`src/rtl/mul_pipe_pkg.sv`:
```
// Shared types and width helpers for the pipelined floating-point multiplier.
package mul_pipe_pkg;

  typedef enum logic [1:0] {
    RndRne = 2'b00,
    RndRtz = 2'b01,
    RndRup = 2'b10,
    RndRdn = 2'b11
  } rnd_e;

  function automatic int unsigned fp_w(input int unsigned sign_w, input int unsigned expo_w,
                                       input int unsigned mant_w);
    return sign_w + expo_w + mant_w;
  endfunction

  function automatic int unsigned occ_w(input int unsigned depth);
    return $clog2(depth + 1);
  endfunction

endpackage

```
`src/rtl/mul_para.sv`:
```
// Combinational floating-point multiplier core with four rounding modes.
// Subnormal operands and results flush to signed zero.
module mul_para import mul_pipe_pkg::*; #(
  parameter int unsigned SIGN_W = 1,
  parameter int unsigned EXPO_W = 8,
  parameter int unsigned MANT_W = 23
) (
  input  logic [fp_w(SIGN_W, EXPO_W, MANT_W)-1:0] a_i,
  input  logic [fp_w(SIGN_W, EXPO_W, MANT_W)-1:0] b_i,
  input  logic [1:0]                              rnd_i,
  output logic [fp_w(SIGN_W, EXPO_W, MANT_W)-1:0] res_o
);

  localparam int unsigned W  = fp_w(SIGN_W, EXPO_W, MANT_W);
  localparam int unsigned PW = 2 * MANT_W + 2;
  localparam logic [EXPO_W-1:0] EMax = '1;
  localparam logic [EXPO_W+1:0] BiasV = {3'b000, {(EXPO_W - 1){1'b1}}};

  logic              sa, sb, s;
  logic [EXPO_W-1:0] ea, eb;
  logic [MANT_W-1:0] ma, mb, m_norm;
  logic [PW-1:0]     prod;
  logic [EXPO_W+1:0] e_sum, e_norm, e_fin;
  logic [MANT_W:0]   m_rnd;
  logic              g, st, inc, to_inf, ovf, unf;
  logic              a_nan, b_nan, a_inf, b_inf, a_zero, b_zero;

  assign sa = a_i[W-1];
  assign sb = b_i[W-1];
  assign s  = sa ^ sb;
  assign ea = a_i[MANT_W +: EXPO_W];
  assign eb = b_i[MANT_W +: EXPO_W];
  assign ma = a_i[MANT_W-1:0];
  assign mb = b_i[MANT_W-1:0];

  assign a_nan  = (ea == EMax) && (ma != '0);
  assign b_nan  = (eb == EMax) && (mb != '0);
  assign a_inf  = (ea == EMax) && (ma == '0);
  assign b_inf  = (eb == EMax) && (mb == '0);
  assign a_zero = (ea == '0);
  assign b_zero = (eb == '0);

  assign prod  = PW'({1'b1, ma}) * PW'({1'b1, mb});
  assign e_sum = {2'b00, ea} + {2'b00, eb} - BiasV;

  always_comb begin
    m_norm = '0;
    g      = 1'b0;
    st     = 1'b0;
    e_norm = e_sum;
    if (prod[PW-1]) begin
      m_norm = prod[PW-2 -: MANT_W];
      g      = prod[MANT_W];
      st     = |prod[MANT_W-1:0];
      e_norm = e_sum + {{(EXPO_W + 1){1'b0}}, 1'b1};
    end else begin
      m_norm = prod[PW-3 -: MANT_W];
      g      = prod[MANT_W-1];
      st     = |prod[MANT_W-2:0];
    end
  end

  always_comb begin
    inc    = 1'b0;
    to_inf = 1'b0;
    unique case (rnd_e'(rnd_i))
      RndRne: begin
        inc    = g & (st | m_norm[0]);
        to_inf = 1'b1;
      end
      RndRtz: begin
        inc    = 1'b0;
        to_inf = 1'b0;
      end
      RndRup: begin
        inc    = ~s & (g | st);
        to_inf = ~s;
      end
      RndRdn: begin
        inc    = s & (g | st);
        to_inf = s;
      end
      default: begin
        inc    = 1'b0;
        to_inf = 1'b0;
      end
    endcase
  end

  // A rounding carry leaves the mantissa field at zero and bumps the exponent.
  assign m_rnd = {1'b0, m_norm} + {{MANT_W{1'b0}}, inc};
  assign e_fin = m_rnd[MANT_W] ? e_norm + {{(EXPO_W + 1){1'b0}}, 1'b1} : e_norm;
  assign ovf   = ~e_fin[EXPO_W+1] & (e_fin[EXPO_W] | (e_fin[EXPO_W-1:0] == EMax));
  assign unf   = e_fin[EXPO_W+1] | (e_fin == '0);

  always_comb begin
    res_o = '0;
    if (a_nan || b_nan || (a_inf && b_zero) || (b_inf && a_zero)) begin
      res_o = {SIGN_W'(1'b0), EMax, 1'b1, {(MANT_W - 1){1'b0}}};
    end else if (a_inf || b_inf) begin
      res_o = {SIGN_W'(s), EMax, {MANT_W{1'b0}}};
    end else if (a_zero || b_zero || unf) begin
      res_o = {SIGN_W'(s), {EXPO_W{1'b0}}, {MANT_W{1'b0}}};
    end else if (ovf) begin
      res_o = to_inf ? {SIGN_W'(s), EMax, {MANT_W{1'b0}}}
                     : {SIGN_W'(s), EMax - 1'b1, {MANT_W{1'b1}}};
    end else begin
      res_o = {SIGN_W'(s), e_fin[EXPO_W-1:0], m_rnd[MANT_W-1:0]};
    end
  end

endmodule

```
`src/rtl/mul_pipe_stage.sv`:
```
// Generic valid/ready register slice; ready passes through combinationally.
module mul_pipe_stage #(
  parameter int unsigned Width = 8
) (
  input  logic             clk_i,
  input  logic             rst_ni,
  input  logic             valid_i,
  output logic             ready_o,
  input  logic [Width-1:0] data_i,
  output logic             valid_o,
  input  logic             ready_i,
  output logic [Width-1:0] data_o
);

  logic             valid_d, valid_q;
  logic [Width-1:0] data_d, data_q;

  assign ready_o = ~valid_q | ready_i;

  always_comb begin
    valid_d = valid_q;
    data_d  = data_q;
    if (ready_o) begin
      valid_d = valid_i;
      // Bubbles leave the data untouched so an idle output stays quiet.
      if (valid_i) begin
        data_d = data_i;
      end
    end
  end

  always_ff @(posedge clk_i or negedge rst_ni) begin
    if (!rst_ni) begin
      valid_q <= 1'b0;
      data_q  <= '0;
    end else begin
      valid_q <= valid_d;
      data_q  <= data_d;
    end
  end

  assign valid_o = valid_q;
  assign data_o  = data_q;

endmodule

```
`src/rtl/mul_pipe_top.sv`:
```
// Stallable pipelined FP multiplier: operand slice, mul_para core, PIPE_STAGES result slices.
// Define MUL_PIPE_TAG_EN to carry a request tag alongside each product.
module mul_pipe_top import mul_pipe_pkg::*; #(
  parameter int unsigned SIGN_W      = 1,
  parameter int unsigned EXPO_W      = 8,
  parameter int unsigned MANT_W      = 23,
  parameter int unsigned PIPE_STAGES = 2,
  parameter int unsigned TAG_W       = 4
) (
  input  logic                                    clk,
  input  logic                                    rst_n,
  input  logic                                    in_valid,
  output logic                                    in_ready,
  input  logic [fp_w(SIGN_W, EXPO_W, MANT_W)-1:0] a,
  input  logic [fp_w(SIGN_W, EXPO_W, MANT_W)-1:0] b,
  input  logic [1:0]                              rnd,
  output logic                                    out_valid,
  input  logic                                    out_ready,
  output logic [fp_w(SIGN_W, EXPO_W, MANT_W)-1:0] res,
  output logic [occ_w(PIPE_STAGES + 1)-1:0]       occupancy
`ifdef MUL_PIPE_TAG_EN
  ,
  input  logic [TAG_W-1:0]                        in_tag,
  output logic [TAG_W-1:0]                        out_tag
`endif
);

  localparam int unsigned FpW  = fp_w(SIGN_W, EXPO_W, MANT_W);
  localparam int unsigned N    = PIPE_STAGES + 1;
  localparam int unsigned OccW = occ_w(N);
`ifdef MUL_PIPE_TAG_EN
  localparam bit TagEn = 1'b1;
`else
  localparam bit TagEn = 1'b0;
`endif
  localparam int unsigned TagFW = TagEn ? TAG_W : 0;
  localparam int unsigned S0W   = 2 * FpW + 2 + TagFW;
  localparam int unsigned ResW  = FpW + TagFW;

  logic [N-1:0]     vld;
  logic [N:0]       rdy;
  logic [S0W-1:0]   s0_din, s0_dout;
  logic [FpW-1:0]   core_res;
  logic [ResW-1:0]  pd [0:N-1];
  logic [OccW-1:0]  occ_d, occ_q;
  logic             accept, retire;

`ifdef MUL_PIPE_TAG_EN
  assign s0_din = {in_tag, rnd, a, b};
  assign pd[0]  = {s0_dout[S0W-1 -: TAG_W], core_res};
  assign out_tag = pd[N-1][ResW-1 -: TAG_W];
`else
  assign s0_din = {rnd, a, b};
  assign pd[0]  = core_res;
`endif

  assign rdy[N]    = out_ready;
  assign in_ready  = rdy[0];
  assign out_valid = vld[N-1];
  assign res       = pd[N-1][FpW-1:0];

  mul_pipe_stage #(
    .Width(S0W)
  ) u_stage0 (
    .clk_i  (clk),
    .rst_ni (rst_n),
    .valid_i(in_valid),
    .ready_o(rdy[0]),
    .data_i (s0_din),
    .valid_o(vld[0]),
    .ready_i(rdy[1]),
    .data_o (s0_dout)
  );

  mul_para #(
    .SIGN_W(SIGN_W),
    .EXPO_W(EXPO_W),
    .MANT_W(MANT_W)
  ) u_core (
    .a_i  (s0_dout[FpW +: FpW]),
    .b_i  (s0_dout[FpW-1:0]),
    .rnd_i(s0_dout[2*FpW +: 2]),
    .res_o(core_res)
  );

  for (genvar k = 1; k < N; k++) begin : g_res_stage
    mul_pipe_stage #(
      .Width(ResW)
    ) u_stage (
      .clk_i  (clk),
      .rst_ni (rst_n),
      .valid_i(vld[k-1]),
      .ready_o(rdy[k]),
      .data_i (pd[k-1]),
      .valid_o(vld[k]),
      .ready_i(rdy[k+1]),
      .data_o (pd[k])
    );
  end

  assign accept = in_valid & in_ready;
  assign retire = out_valid & out_ready;

  always_comb begin
    occ_d = occ_q;
    unique case ({accept, retire})
      2'b10:   occ_d = occ_q + OccW'(1);
      2'b01:   occ_d = occ_q - OccW'(1);
      default: occ_d = occ_q;
    endcase
  end

  always_ff @(posedge clk or negedge rst_n) begin
    if (!rst_n) begin
      occ_q <= '0;
    end else begin
      occ_q <= occ_d;
    end
  end

  assign occupancy = occ_q;

endmodule
```
`config.mk`:
```
export PLATFORM = sky130hd
export DESIGN_NAME = mul_pipe_top
export DESIGN_NICKNAME = d
export VERILOG_FILES = /design/src/rtl/mul_pipe_pkg.sv /design/src/rtl/mul_para.sv /design/src/rtl/mul_pipe_stage.sv /design/src/rtl/mul_pipe_top.sv
export SDC_FILE = /design/constraint.sdc
export NUM_CORES = 2
export LEC_CHECK = 0
export CAP_MARGIN = 10
export CORE_ASPECT_RATIO = 1.5
export CORE_MARGIN = 1
export CORE_UTILIZATION = 39
export CTS_BUF_LIST = sky130_fd_sc_hd__clkbuf_16
export CTS_CLUSTER_DIAMETER = 60
export DETAILED_ROUTE_END_ITERATION = 8
export GPL_TIMING_DRIVEN = 0
export PLACE_DENSITY = 0.63
export REMOVE_ABC_BUFFERS = 1
export SYNTH_ARGS = -nofsm -noshare
export SYNTH_HDL_FRONTEND = slang
export SYNTH_SLANG_ARGS = --single-unit
```
`constraint.sdc`:
```
create_clock -name clk -period 25.6 [get_ports clk]
set_input_delay 2.56 -clock clk [delete_from_list [all_inputs] [get_ports clk]]
set_output_delay 2.56 -clock clk [all_outputs]
set_load 0.02 [all_outputs]
```
# Yosys cells after proc, flatten, opt, wreduce, memory -nomap -nowiden
# Index checks and enable logic that the tools add are counted.
# word_totals
output_inout_bits,36
mem_bits_ro,0
memories,0
word_cells,81
latch_bits,0
ramBits,0
register_bits,135
# classes
n_mul,1
bitwise,19
add_sub_neg,7
eq_ne,8
div_mod_pow,0
mux,13
n_reduce_logical,26
magnitude_cmp,0
n_shift,0
# ops
cell,n
$mux W31,3
$mul A24 B24 Y48,1
$logic_not A23 Y1,2
$reduce_bool A23 Y1,2
$mux W32,1
$add A23 B1 Y24,1
$eq A8 B8 Y1 const B,3
$mux W24,1
$mux W23,1
$reduce_or A23 Y1,1
$reduce_or A22 Y1,1
$add A10 B1 Y10 const B,2
$mux W10,2
$logic_not A8 Y1,2
$logic_not A10 Y1,1
$sub A10 B7 Y10 const B,1
$add A8 B8 Y9,1
$pmux W1 S4,2
$or A1 B1 Y1,7
$and A1 B1 Y1,6
$eq A2 B2 Y1 const B,3
$logic_and A1 B1 Y1,6
$logic_or A1 B1 Y1,6
$reduce_and A2 Y1,3
other kinds (9),15

# Logic depth before layout (Yosys ltp)
# depth
word_depth,15
ltp_mapped,45
ltp_nobuf,42

# By module
# Synthesis repeated with hierarchy kept, for this count alone.
# hier_totals
hier_cells,3091
area_unflattened_um2,28423.5
# modules_own_cells
module,n_inst,cells_per_inst,seq_area_each_um2,area_each_um2
mul_para,1,2797,0.0,22840.7
mul_pipe_stage at g_res_stage[1].u_stage ...,2,71,825.8,1391.3
mul_pipe_stage at u_stage0,1,143,1676.6,2697.6
mul_pipe_top,1,9,50.0,102.6

# Worst setup path after synthesis
# Ideal clock, no wire load.
# synth_timing
path_kind,register to register
start,register u_stage0.data_q[3] (netlist: u_stage0.data_o[3])
end,register g_res_stage[1].u_stage.data_q[22]
t_required_ns,25.505
arrival_time_ns,10.127
path_stages_with_launch,44
period_less_slack_ns,10.223
slack_ns,15.377
n_path_buf,6
setup_time_ns,0.095
cell_sequence,dfrtp_1 clkbuf_1 clkbuf_1 nand2_1 fa_1 inv_1 fa_1 inv_1 fa_1 inv_1 fa_1 inv_1 fa_1 inv_1 fa_1 inv_1 fa_1 inv_1 [8 not listed] nor2_1 clkbuf_1 clkbuf_1 clkbuf_1 o2111ai_1 o21ai_0 a21oi_1 ha_1 nor3b_1 nand4_1 and4bb_2 and4_4 nand4b_4 nor3_1 xnor2_1 a21oi_4 mux2_1 o31ai_1
# synth_between
elab_chain_cells,15
# synth_rtl
element,line_no,rtl
from (decl),mul_pipe_stage.sv:16,"logic [Width-1:0] data_d, data_q;"
from (signal assigned),mul_pipe_stage.sv:38,data_q <= data_d;
$mul A24 B24 Y48,mul_para.sv:43,"assign prod = PW'({1'b1, ma}) * PW'({1'b1, mb});"
$reduce_or A23 Y1 / $reduce_or A22 Y1 (equally long branches),"mul_para.sv:54, mul_para.sv:59",
$mux W1,mul_para.sv:51,if (prod[PW-1]) begin
"$or A1 B1 Y1, on equally long branches","mul_para.sv:76, mul_para.sv:80, mul_para.sv:68",
"$and A1 B1 Y1, on equally long branches","mul_para.sv:80, mul_para.sv:68, mul_para.sv:76",
$pmux W1 S4,mul_para.sv:66,unique case (rnd_e'(rnd_i))
$add A23 B1 Y24,mul_para.sv:91,"assign m_rnd = {1'b0, m_norm} + {{MANT_W{1'b0}}, inc};"
$mux W10,mul_para.sv:92,"assign e_fin = m_rnd[MANT_W] ? e_norm + {{(EXPO_W + 1){1'b0}}, 1'b1} : e_norm;"
$eq A8 B8 Y1,mul_para.sv:93,assign ovf = ~e_fin[EXPO_W+1] & (e_fin[EXPO_W] | (e_fin[EXPO_W-1:0] == EMax));
$or A1 B1 Y1,mul_para.sv:93,
$and A1 B1 Y1,mul_para.sv:93,
$mux W31,mul_para.sv:104,end else if (ovf) begin
$mux W31,mul_para.sv:102,end else if (a_zero || b_zero || unf) begin
$mux W31,mul_para.sv:100,end else if (a_inf || b_inf) begin
$mux W32 (*),mul_para.sv:98,if (a_nan || b_nan || (a_inf && b_zero) || (b_inf && a_zero)) begin
to (signal assigned),mul_pipe_stage.sv:38,
to (decl),mul_pipe_stage.sv:16,
# Mark *: on every way between the ends. The rest lies on a longest branch, timed or not.
# A chain may end at the register's enable or synchronous reset.

# Final worst setup path
# layout_timing
start,register u_stage0.data_q[39] (netlist: u_stage0.data_o[39])
end,register g_res_stage[1].u_stage.data_q[1]
# Same word-level chain as after synthesis.

==> results.yml <==
outcome:
  outcome: "finished, final reports clean"
global_routing:
  antenna_found_initial: 1
  grt_usage_pct: 23.4
  grt_pass1_wl_um: 127000
  use_met2_pct: 42.8
  grt_use_met1_pct: 25.9
  busiest_layer: "met2"
  grt_max_degree: 85
  first_global_vias: 23000
  gr-total-overflow: 0
  use_met3_pct: 3.18
synthesis:
  synth_seq_cells: 135
  ys_seq_area_share_pct: 12.3
  synth_top_cell_area_share_pct: 35.3
  synth_async_sr_flop_share_pct: 100
  synthCells: 3077
  avgSynthCellArea_sq_um: 8.91
  yosys_warnings: 0
  dominantRegCellSynth: "dfrtp_1"
  ys_types: 90
  synth_area_sq_um: 27400
  yosysTopAreaCell: "fa_1"
  synthTopCellsByArea: "fa_1 35%, dfrtp_1 12%, ha_1 8.5%, inv_1 8.2%, nand2_1 5.6%"
  synth_edf_count: 0
timing:
  slew_viol_final: 0
  hold_violations: 0
  fin_crit_sh_pct: 51.8
  rsz0062_at_grt: "no"
  setup_viol_count_final: 0
  slew_headroom_pct: 11.9
  skew_ps: 12.0
  tightest_slew_ps: 1320
  tns_ps: 0
  period_needed_ps: 13270
  fmax_mhz: 75.4
critical_path:
  path_buf_inv: 5
  cp-startpoint: "u_stage0.data_o[39]"
  regToRegStartpoint: "u_stage0.data_o[39]"
  arrival_ps: 13630
  worst-path-stages: 36
  cp_top_family: "simple AND/OR/NAND/NOR gates"
  cp_slowest_cell: "dfrtp_1"
  startpoint_type: "flop"
  worstSetupPathType: "flop to flop"
  path_common_cell: "fa_1"
  required_ps: 25960
  crit_end: "g_res_stage[1].u_stage.data_o[1]"
  path_max_fanout: 30
  r2r-end: "g_res_stage[1].u_stage.data_o[1]"
  cp-end-kind: "flop"
  rr_worst_depth: 36
  crit_path_max_incr_delay_ps: 1180
  r2r_slack_ps: 12330
route:
  drc: 0
  via_count: 21600
  routed_wl_um: 79900
  drt-wirelength-per-cell_um: 20.0
  ant_nets: 0
  firstDrtPassIters: 5
  avgViaCountPerCell: 5.41
  initialDrtViolationCount: 1239
cells_and_area:
  layout_common_cells: "596 x inv_1, 483 x fa_1, 406 x nand2_1"
  final_common_cell: "inv_1"
  syn_to_final_growth_pct: 9.57
  drive_gt1_share_pct: 7.10
  fin_nets: 3811
clock_tree:
  cts_tree: "built"
  clock_latency_ps: 500
  cts_htree_levels: 4
  cts_num_sinks: 135
  cts_buffers: 17
  post_cts_buffers: 0
  clockBufferDepth: 2
  ctsRootBufferMaster: "clkbuf_16"
  clk_pin_slew_ps: 70
  post_cts_resized: 0
  holdBufCountCts: 0
floorplan:
  die_x_um: 219
  core_sq_um: 69200
  ioPinCount: 106
  rows: 118
  die_h_um: 327
  start_util_pct: 39.6
  die_area_sq_um: 71400
placed_design:
  io_buffers: 105
  place_hpwl_um: 61900
  gp_congestion: 0.916
job:
  drv_cap: 0
hold_path:
  hold_depth: 2
  worst_hold_path_type: "flop to flop"
synthesized netlist by cell type (all sizes together) (4+ instances only):
cell       n
mux2i     12
clkbuf   121
buf       28
o21bai     6
a21oi     88
nor4      25
or3        7
o31ai     13
nand2    409
nor3b      4
o211ai     9
xor2      22
or2        7
xnor2     60
dfrtp    135
o22ai      7
o21ai     84
a2111oi    4
a22oi      5
o221ai     4
mux2     101
and4       5
nand2b    14
ha       187
a211oi    31
nand4     37
nor2b      5
inv      597
o21a       7
o2111ai    5
nand3     35
fa       483
and3      15
a211o      6
a32oi      4
nor3      42
a311oi     4
and2     234
a31oi     19
nor2     146
a21o      11
worst register-to-register path: cells and delay by family, from the launching register on:
kind | cells | cell delay (ps)
compound gates | 7 | 2110
buf+inv | 5 | 920
mux | 1 | 330
fa+ha+maj | 9 | 4120
simple gates | 14 | 4490
flops | 1 | 1180
worst min path at each step:
stage	startpoint	end	slack, ps
2_1_floorplan	g_res_stage[1].u_stage.data_o[31]	g_res_stage[1].u_stage.data_o[31]	450
3_3_place_gp	g_res_stage[1].u_stage.data_o[3]	g_res_stage[1].u_stage.data_o[3]	460
3_5_place_dp	g_res_stage[1].u_stage.data_o[16]	g_res_stage[1].u_stage.data_o[16]	470
4_1_cts	g_res_stage[1].u_stage.data_o[6]	g_res_stage[1].u_stage.data_o[6]	480
5_1_grt	occupancy[1]	occupancy[1]	510
6_report	g_res_stage[1].u_stage.data_o[6]	g_res_stage[1].u_stage.data_o[6]	480
metrics by stage:
stage	instances	setup WS, ps	cell area, sq um	util [%]	hold WS, ps
5_1_grt	3984	11550	30000	43.4	505
3_3_place_gp	3933	11460	29000	41.9	459
4_1_cts	3977	12160	29900	43.1	483
3_5_place_dp	3945	12220	29300	42.3	467
2_1_floorplan	2928	14830	26800	-	446
6_report	3986	12330	30000	43.4	480
flip-flops by register name, indices dropped and copies added (netlist names):
name	flops
u_stage0.data_o	66
g_res_stage.u_stage.data_o	64
g_res_stage.u_stage.valid_o	2
occupancy	2
u_stage0.valid_o	1
kinds of logic after synthesis:
kind of cell,Yosys count,share of synthesized area [%]
compound gates,334,8.43
xor+xnor,83,2.73
fa+ha+maj,670,43.8
buf+inv,749,10.5
flops,135,12.3
mux,113,4.59
simple gates,993,17.7
routing by layer:
metal  vias to the layer above  wire length [um]
li1                       9614                 -
met3                       217              3560
met5                         -                 0
met4                         0              4140
met2                       673             43200
met1                     11100             29000
layout make-up:
cell class	count	area, sq um
clock inverters	15	156
multi-input cells	2193	21200
clock buffers	17	425
repair buffers	124	1520
flip-flops and latches	135	3380
well taps	900	1130
fillers	6791	39200
diodes	2	5.00
inverters	600	2250
Power is left out: the tool's default activity adds up to more than one toggle a clock period on the data nets, which glitch-free logic cannot reach.
